### config.mk
export PLATFORM = sky130hd
export DESIGN_NAME = maxpool2x2_relu_stream
export DESIGN_NICKNAME = d
export VERILOG_FILES = /design/src/rtl/maxpool_pkg.sv /design/src/rtl/maxpool2x2_relu_stream_fp32_max2.sv /design/src/rtl/maxpool2x2_relu_stream.sv
export SDC_FILE = /design/constraint.sdc
export NUM_CORES = 2
export LEC_CHECK = 0
export CORE_UTILIZATION = 47
export CTS_BUF_LIST = sky130_fd_sc_hd__clkbuf_8
export CTS_CLUSTER_SIZE = 8
export DETAILED_ROUTE_END_ITERATION = 16
export HOLD_SLACK_MARGIN = 0.08
export PLACE_DENSITY = 0.61
export SLEW_MARGIN = 15
export SYNTH_ARGS = -nofsm -noshare
export SYNTH_HDL_FRONTEND = slang
export SYNTH_HIERARCHICAL = 1
export SYNTH_SLANG_ARGS = --single-unit
### constraint.sdc
create_clock -name clk -period 7.35 [get_ports clk]
set_input_delay 1.8375 -clock clk [delete_from_list [all_inputs] [get_ports clk]]
set_output_delay 1.8375 -clock clk [all_outputs]
set_load 0.02 [all_outputs]
### src/rtl/maxpool_pkg.sv
// rtl/maxpool_pkg.sv - shared types, constants and helpers for the 2x2 max-pool stream
package maxpool_pkg;

   // Row parity tracker: even rows fill the line buffer, odd rows emit pooled pixels
   typedef enum logic {
      EVEN_ROW = 1'b0,
      ODD_ROW  = 1'b1
   } pool_state_t;

   localparam int          FP_SIGN_BIT = 31;
   localparam logic [31:0] FP_ZERO     = 32'h0000_0000;

   // Bits needed to count 0..n-1 (never less than one bit)
   function automatic int cnt_w(input int n);
      int w;
      w = 1;
      for (int i = 0; i < 31; i++) begin
         if ((1 << w) < n) w = w + 1;
      end
      return w;
   endfunction

endpackage

### src/rtl/maxpool2x2_relu_stream_fp32_max2.sv
// rtl/maxpool2x2_relu_stream_fp32_max2.sv - combinational IEEE-754 single max, first operand wins ties
module fp32_max2
   import maxpool_pkg::*;
(
   input  logic [31:0] a,
   input  logic [31:0] b,
   output logic [31:0] y
);

   logic        w_sa;
   logic        w_sb;
   logic [30:0] w_ma;
   logic [30:0] w_mb;

   assign w_sa = a[FP_SIGN_BIT];
   assign w_sb = b[FP_SIGN_BIT];
   assign w_ma = a[30:0];
   assign w_mb = b[30:0];

   // Sign-magnitude ordering; +0 and -0 count as equal so a is kept
   always_comb begin
      y = a;
      if ((w_ma == 31'd0) && (w_mb == 31'd0)) begin
         y = a;
      end else if (w_sa != w_sb) begin
         y = w_sa ? b : a;
      end else if (!w_sa) begin
         y = (w_mb > w_ma) ? b : a;
      end else begin
         y = (w_mb < w_ma) ? b : a;
      end
   end

endmodule

### src/rtl/maxpool2x2_relu_stream.sv
// rtl/maxpool2x2_relu_stream.sv - streaming 2x2/stride-2 max-pool, optional ReLU via MAXPOOL_RELU_EN
module maxpool2x2_relu_stream
   import maxpool_pkg::*;
#(
   parameter int DATA_WIDTH = 32,
   parameter int WIDTH      = 112,
   parameter int HEIGHT     = 112
)(
   input  logic                  clk,
   input  logic                  rst,
   input  logic                  valid_in,
   input  logic [DATA_WIDTH-1:0] data_in,
   output logic                  valid_out,
   output logic [DATA_WIDTH-1:0] data_out,
   output logic                  frame_done
);

   localparam int CW = cnt_w(WIDTH);
   localparam int RW = cnt_w(HEIGHT);
   localparam int IW = cnt_w(WIDTH / 2);
   localparam logic [CW-1:0] COL_LAST = CW'(WIDTH - 1);
   localparam logic [RW-1:0] ROW_LAST = RW'(HEIGHT - 1);

   logic [CW-1:0]         r_col;
   logic [RW-1:0]         r_row;
   pool_state_t           r_state;
   pool_state_t           w_state_next;
   logic [31:0]           r_pair;
   logic [31:0]           r_line_buf [0:WIDTH/2-1];
   logic                  r_valid_out;
   logic                  r_frame_done;
   logic [31:0]           r_data_out;

   logic [31:0]           w_word;
   logic [31:0]           w_hmax;
   logic [31:0]           w_pool;
   logic [IW-1:0]         w_idx;
   logic                  w_col_last;
   logic                  w_row_last;

`ifdef MAXPOOL_RELU_EN
   // Negative inputs (including -0.0) are clamped to +0.0
   assign w_word = data_in[FP_SIGN_BIT] ? FP_ZERO : data_in;
`else
   assign w_word = data_in;
`endif

   assign w_idx      = r_col[IW:1];
   assign w_col_last = (r_col == COL_LAST);
   assign w_row_last = (r_row == ROW_LAST);

   // Horizontal max of the column pair, then vertical max against the buffered even row
   fp32_max2 u_hmax (.a(r_pair),          .b(w_word), .y(w_hmax));
   fp32_max2 u_vmax (.a(r_line_buf[w_idx]), .b(w_hmax), .y(w_pool));

   // Row parity flips at the last column of every accepted row
   always_comb begin
      w_state_next = r_state;
      if (valid_in && w_col_last) begin
         w_state_next = (r_state == EVEN_ROW) ? ODD_ROW : EVEN_ROW;
      end
   end

   // FSM state register
   always_ff @(posedge clk or negedge rst) begin
      if (!rst) r_state <= EVEN_ROW;
      else      r_state <= w_state_next;
   end

   // Pixel position counters, advanced only by accepted words
   always_ff @(posedge clk or negedge rst) begin
      if (!rst) begin
         r_col <= '0;
         r_row <= '0;
      end else if (valid_in) begin
         if (w_col_last) begin
            r_col <= '0;
            r_row <= w_row_last ? '0 : r_row + RW'(1);
         end else begin
            r_col <= r_col + CW'(1);
         end
      end
   end

   // Pair capture on even columns and pooled output on odd columns of odd rows
   always_ff @(posedge clk or negedge rst) begin
      if (!rst) begin
         r_pair       <= FP_ZERO;
         r_data_out   <= FP_ZERO;
         r_valid_out  <= 1'b0;
         r_frame_done <= 1'b0;
      end else begin
         r_valid_out  <= 1'b0;
         r_frame_done <= 1'b0;
         if (valid_in) begin
            if (!r_col[0]) begin
               r_pair <= w_word;
            end else if (r_state == ODD_ROW) begin
               r_data_out   <= w_pool;
               r_valid_out  <= 1'b1;
               r_frame_done <= w_row_last && w_col_last;
            end
         end
      end
   end

   // Even-row horizontal maxima; contents are only read after being written this frame
   always_ff @(posedge clk) begin
      if (valid_in && r_col[0] && (r_state == EVEN_ROW)) begin
         r_line_buf[w_idx] <= w_hmax;
      end
   end

   assign valid_out  = r_valid_out;
   assign frame_done = r_frame_done;
   assign data_out   = r_data_out[DATA_WIDTH-1:0];

endmodule

==> results.txt <==
The run finished with clean final reports. The first-pass detailed-route iteration total is 6. The detailed-route DRC error count came out at 0. The number of rows in the core area came out at 147. Summed over all instances, the cell type with the most area after synthesis is sky130_fd_sc_hd__edfxtp_1. The worst hold path belongs to the class register to register. The first-pass GRT wire length is 349000 µm.

In this run the remaining antenna-violating nets after routing total 0. The count of hold-fix buffers inserted at cts came out at 0. Cells with a size suffix above 1 make up 22.3% of the layout. After clock tree synthesis, the clock-pin slew on the worst setup and hold paths is 0.06 ns. The total count of hold-check failures in the final report is 0. The worst register-to-register path begins at r_col[2]. With fillers left out, the area of the finished cells amounts to 0.0868 mm². The overall die area came out at 0.164 mm². The endpoint arrival time on the critical path came out at 7.65 ns.

STA classifies the critical path endpoint as a register. The total via count in the routed design is about 47000. The final core area utilization is between 50% and 60%. The effective utilization at floorplan came out at 47.4%. In the final routing, the length of wire on met1 measures 97400 µm. The final-layout fill cell count is 12859. The number of nets in the synthesized netlist is 4584.

The placed instance count came out at 6685. Synthesis produced a netlist whose cell count is 4483. In this run the worst path has a maximum fanout of 43. The critical path in this run is classified as register to register. The final setup slack of the worst path is ~0.57 ns. A synthesized cell averages 17.0 µm². For this run, the post-layout net count is 4950. The startpoint identified for the worst hold timing path is data_out[1].

STA classifies the critical path startpoint as a register. Yosys mapped the design onto 77 distinct sky130hd cell types. The share of synthesized flip-flops with an asynchronous set or reset came out at between 4 and 5%. The number of clock sinks came out at about 1900.

The wire-length estimate of the detail-placed layout is approximately 150000 µm. The number of buffers inserted by port buffering came out at 68. The number of buffers inserted to repair setup after CTS is 0. Counting I/O delays and the setup requirement, the final critical path takes 6.78 ns. The cell area reported after detailed placement is slightly above 0.08 mm².

The clock reaches the later pin of the worst-skew pair after 1.04 ns. The number of synthesized register bits came out at approximately 1900. Among all flip-flop cells after synthesis, the most frequent one is sky130_fd_sc_hd__edfxtp_1. By count the netlist is led by sky130_fd_sc_hd__edfxtp_1, sky130_fd_sc_hd__nand2_1, sky130_fd_sc_hd__mux2_2. The die is between 400 and 500 µm tall.

The max-slew violation count is 0. The setup slack at placement came out at between 0.2 and 0.25 ns. Sequential elements use 73.3% of the synthesized area. In this run, post-CTS repair resized a total of 0 instances. The final-layout worst hold slack is between 0.5 and 0.6 ns. The critical path starts at r_col[2]. The sum of met2 wire segment lengths after detailed routing came out at 112000 µm. The TritonCTS clock tree is yes. The measured slew at the worst slew-check pin is approximately 1.2 ns. The power per standard cell area came out at between 400 and 500 mW/mm². The worst slew margin relative to its limit came out at 15.8%. VDD sags by at most approximately 0.44 mV. After detailed routing, the average wire length per cell comes to about 35 µm.

69 I/O pins were placed. The final estimated routing congestion in global placement is 0.990. The setup-violating endpoint count in the final report is 0. In the post-synthesis netlist, the biggest area contributors are sky130_fd_sc_hd__edfxtp_1, sky130_fd_sc_hd__mux4_2, sky130_fd_sc_hd__mux2_2.

The share of the synthesized area in the top cell type came out at 70.7%. The reported leakage power is 28.8 nW. The buffer levels on the longest clock path came out at 4. The via count of the first global-routing pass came out at approximately 45000. Max-cap violations in this run came to 0. After synthesis the cells add up to between 0.07 and 0.08 mm². The number of non-filler instances in the completed layout came out at 7218.

The Yosys step of the flow raised 6 warnings. The area of the core region came out at 0.161 mm². After the first detailed-routing iteration, the DRC count stood at 6943. The overall routing resource usage is 30.5%. The clock skew is 0.0959 ns. The detailed route wirelength on metal3 is 30700 µm.

Based on the critical path, the design can be clocked at up to approximately 150 MHz. Compared with the post-synthesis result, the final layout area differs by 14.0%. For this block, the routed nets add up to 251000 µm of wire. The count of flip-flops with a built-in enable after synthesis came out at 1792. The total power consumption of the routed design is 38.0 mW. The pin count of the biggest net entering global routing came out at 90. The CTS buffer count came out at 322.

The number of antenna violations at the first check in global routing came out at 20. The chip width is 405 µm. For the final routed database, the setup TNS stands at 0 ns. CTS placed an instance of sky130_fd_sc_hd__clkbuf_8 at the clock tree root. In this run the number of H-tree levels came out at 5. The data required time of the critical path is between 8 and 9 ns.

The most common cell in the synthesized netlist is sky130_fd_sc_hd__edfxtp_1. Setup repair after global routing left no endpoint under its margin. The post-route clock period utilization came out at 92.2%. The highest signal layer in the routed design is met5.

The ratio of routed vias to standard cells came out at 6.54. The final global-route overflow total is 0.
-- where the power goes --
group | leakage, nW | switching, mW | total [mW] | internal, mW
logic | 8.49 | 11.1 | 16.0 | 4.85
clock network | 3.21 | 4.10 | 8.35 | 4.26
registers | 17.1 | 0.367 | 13.6 | 13.3
total | 28.8 | 15.6 | 38.0 | 22.4
-- layout by cell type (no fill, tap or decap), types with 34 or more instances in the layout --
cell,count
sky130_fd_sc_hd__nor4_1,34
sky130_fd_sc_hd__a22oi_1,96
sky130_fd_sc_hd__dfrtp_1,76
sky130_fd_sc_hd__clkbuf_8,334
sky130_fd_sc_hd__nand2_1,224
sky130_fd_sc_hd__ha_1,66
sky130_fd_sc_hd__edfxtp_1,1792
sky130_fd_sc_hd__inv_1,184
sky130_fd_sc_hd__clkinv_1,58
sky130_fd_sc_hd__a221oi_1,184
sky130_fd_sc_hd__buf_4,258
sky130_fd_sc_hd__nor2_4,60
sky130_fd_sc_hd__mux2_2,220
sky130_fd_sc_hd__a21oi_1,160
sky130_fd_sc_hd__clkdlybuf4s50_1,67
sky130_fd_sc_hd__a31oi_1,69
sky130_fd_sc_hd__a221o_1,36
sky130_fd_sc_hd__mux4_2,139
sky130_fd_sc_hd__o21ai_0,168
sky130_fd_sc_hd__o22ai_1,71
sky130_fd_sc_hd__mux2i_1,192
sky130_fd_sc_hd__nor2_1,140
-- metal layers --
metal	track usage, %	up-vias
met5	0	-
met4	13.4	8
met3	8.60	583
met2	44.9	3117
met1	42.4	24369
li1	-	19094
-- kinds of logic after synthesis --
group	share of synthesized area, %
DFF	73.3
AOI/OAI and AO/OA	9.39
and+or+nand+nor	3.46
muxes	10.1
buffers and inverters	2.60
adders and majority gates	1.08
xor gates and xnor gates	0.0575
-- area by class of cell --
cell class | count | area, µm² | share of cell area, %
clock buffer | 334 | 4600 | 5.30
inverter | 70 | 272 | 0.313
multi-input combinational | 2231 | 19400 | 22.4
antenna | 6 | 15.0 | 0.0173
sequential | 1873 | 55900 | 64.3
clock inverter | 193 | 836 | 0.963
tap | 2160 | 2700 | 3.11
timing repair buffer | 351 | 3130 | 3.60
-- flip-flops by register name, indices dropped and copies added (netlist names) --
signal,cells
data_out,32
frame_done,1
r_col,7
r_line_buf,1792
r_pair,32
r_row,7
r_state,1
valid_out,1
-- worst max-delay path, cell delays in order (launching register included) --
cell and delay (ns):
sky130_fd_sc_hd__dfrtp_4 1.07, sky130_fd_sc_hd__buf_4 0.39, sky130_fd_sc_hd__mux4_2 0.55, sky130_fd_sc_hd__mux2i_1 0.31
sky130_fd_sc_hd__o22ai_1 0.49, sky130_fd_sc_hd__a221oi_2 0.69, sky130_fd_sc_hd__nand2_1 0.48, sky130_fd_sc_hd__inv_1 0.29
sky130_fd_sc_hd__ha_1 0.30, sky130_fd_sc_hd__a21oi_1 0.14, sky130_fd_sc_hd__a21oi_1 0.09, sky130_fd_sc_hd__o311ai_1 0.26
sky130_fd_sc_hd__nand2_1 0.24, sky130_fd_sc_hd__a21o_4 0.34, sky130_fd_sc_hd__buf_4 0.30, sky130_fd_sc_hd__a31oi_1 0.22
sky130_fd_sc_hd__a32oi_1 0.08, sky130_fd_sc_hd__mux2_2 0.30
-- worst paths after layout --
| kind | end | slack [ns] | cells after the start |
|---|---|---|---|
| worst min-delay path | data_out[1] | 0.51 | 1 |
| max in group asynchronous | r_pair[31] | 5.30 | 2 |
| min in group asynchronous | data_out[15] | 0.64 | 1 |
| worst min register to register | data_out[1] | 0.51 | 1 |
| worst max register to register | data_out[12] | 0.57 | 17 |
| worst max-delay path | data_out[12] | 0.57 | 17 |
(Power assumes the default switching activity.)
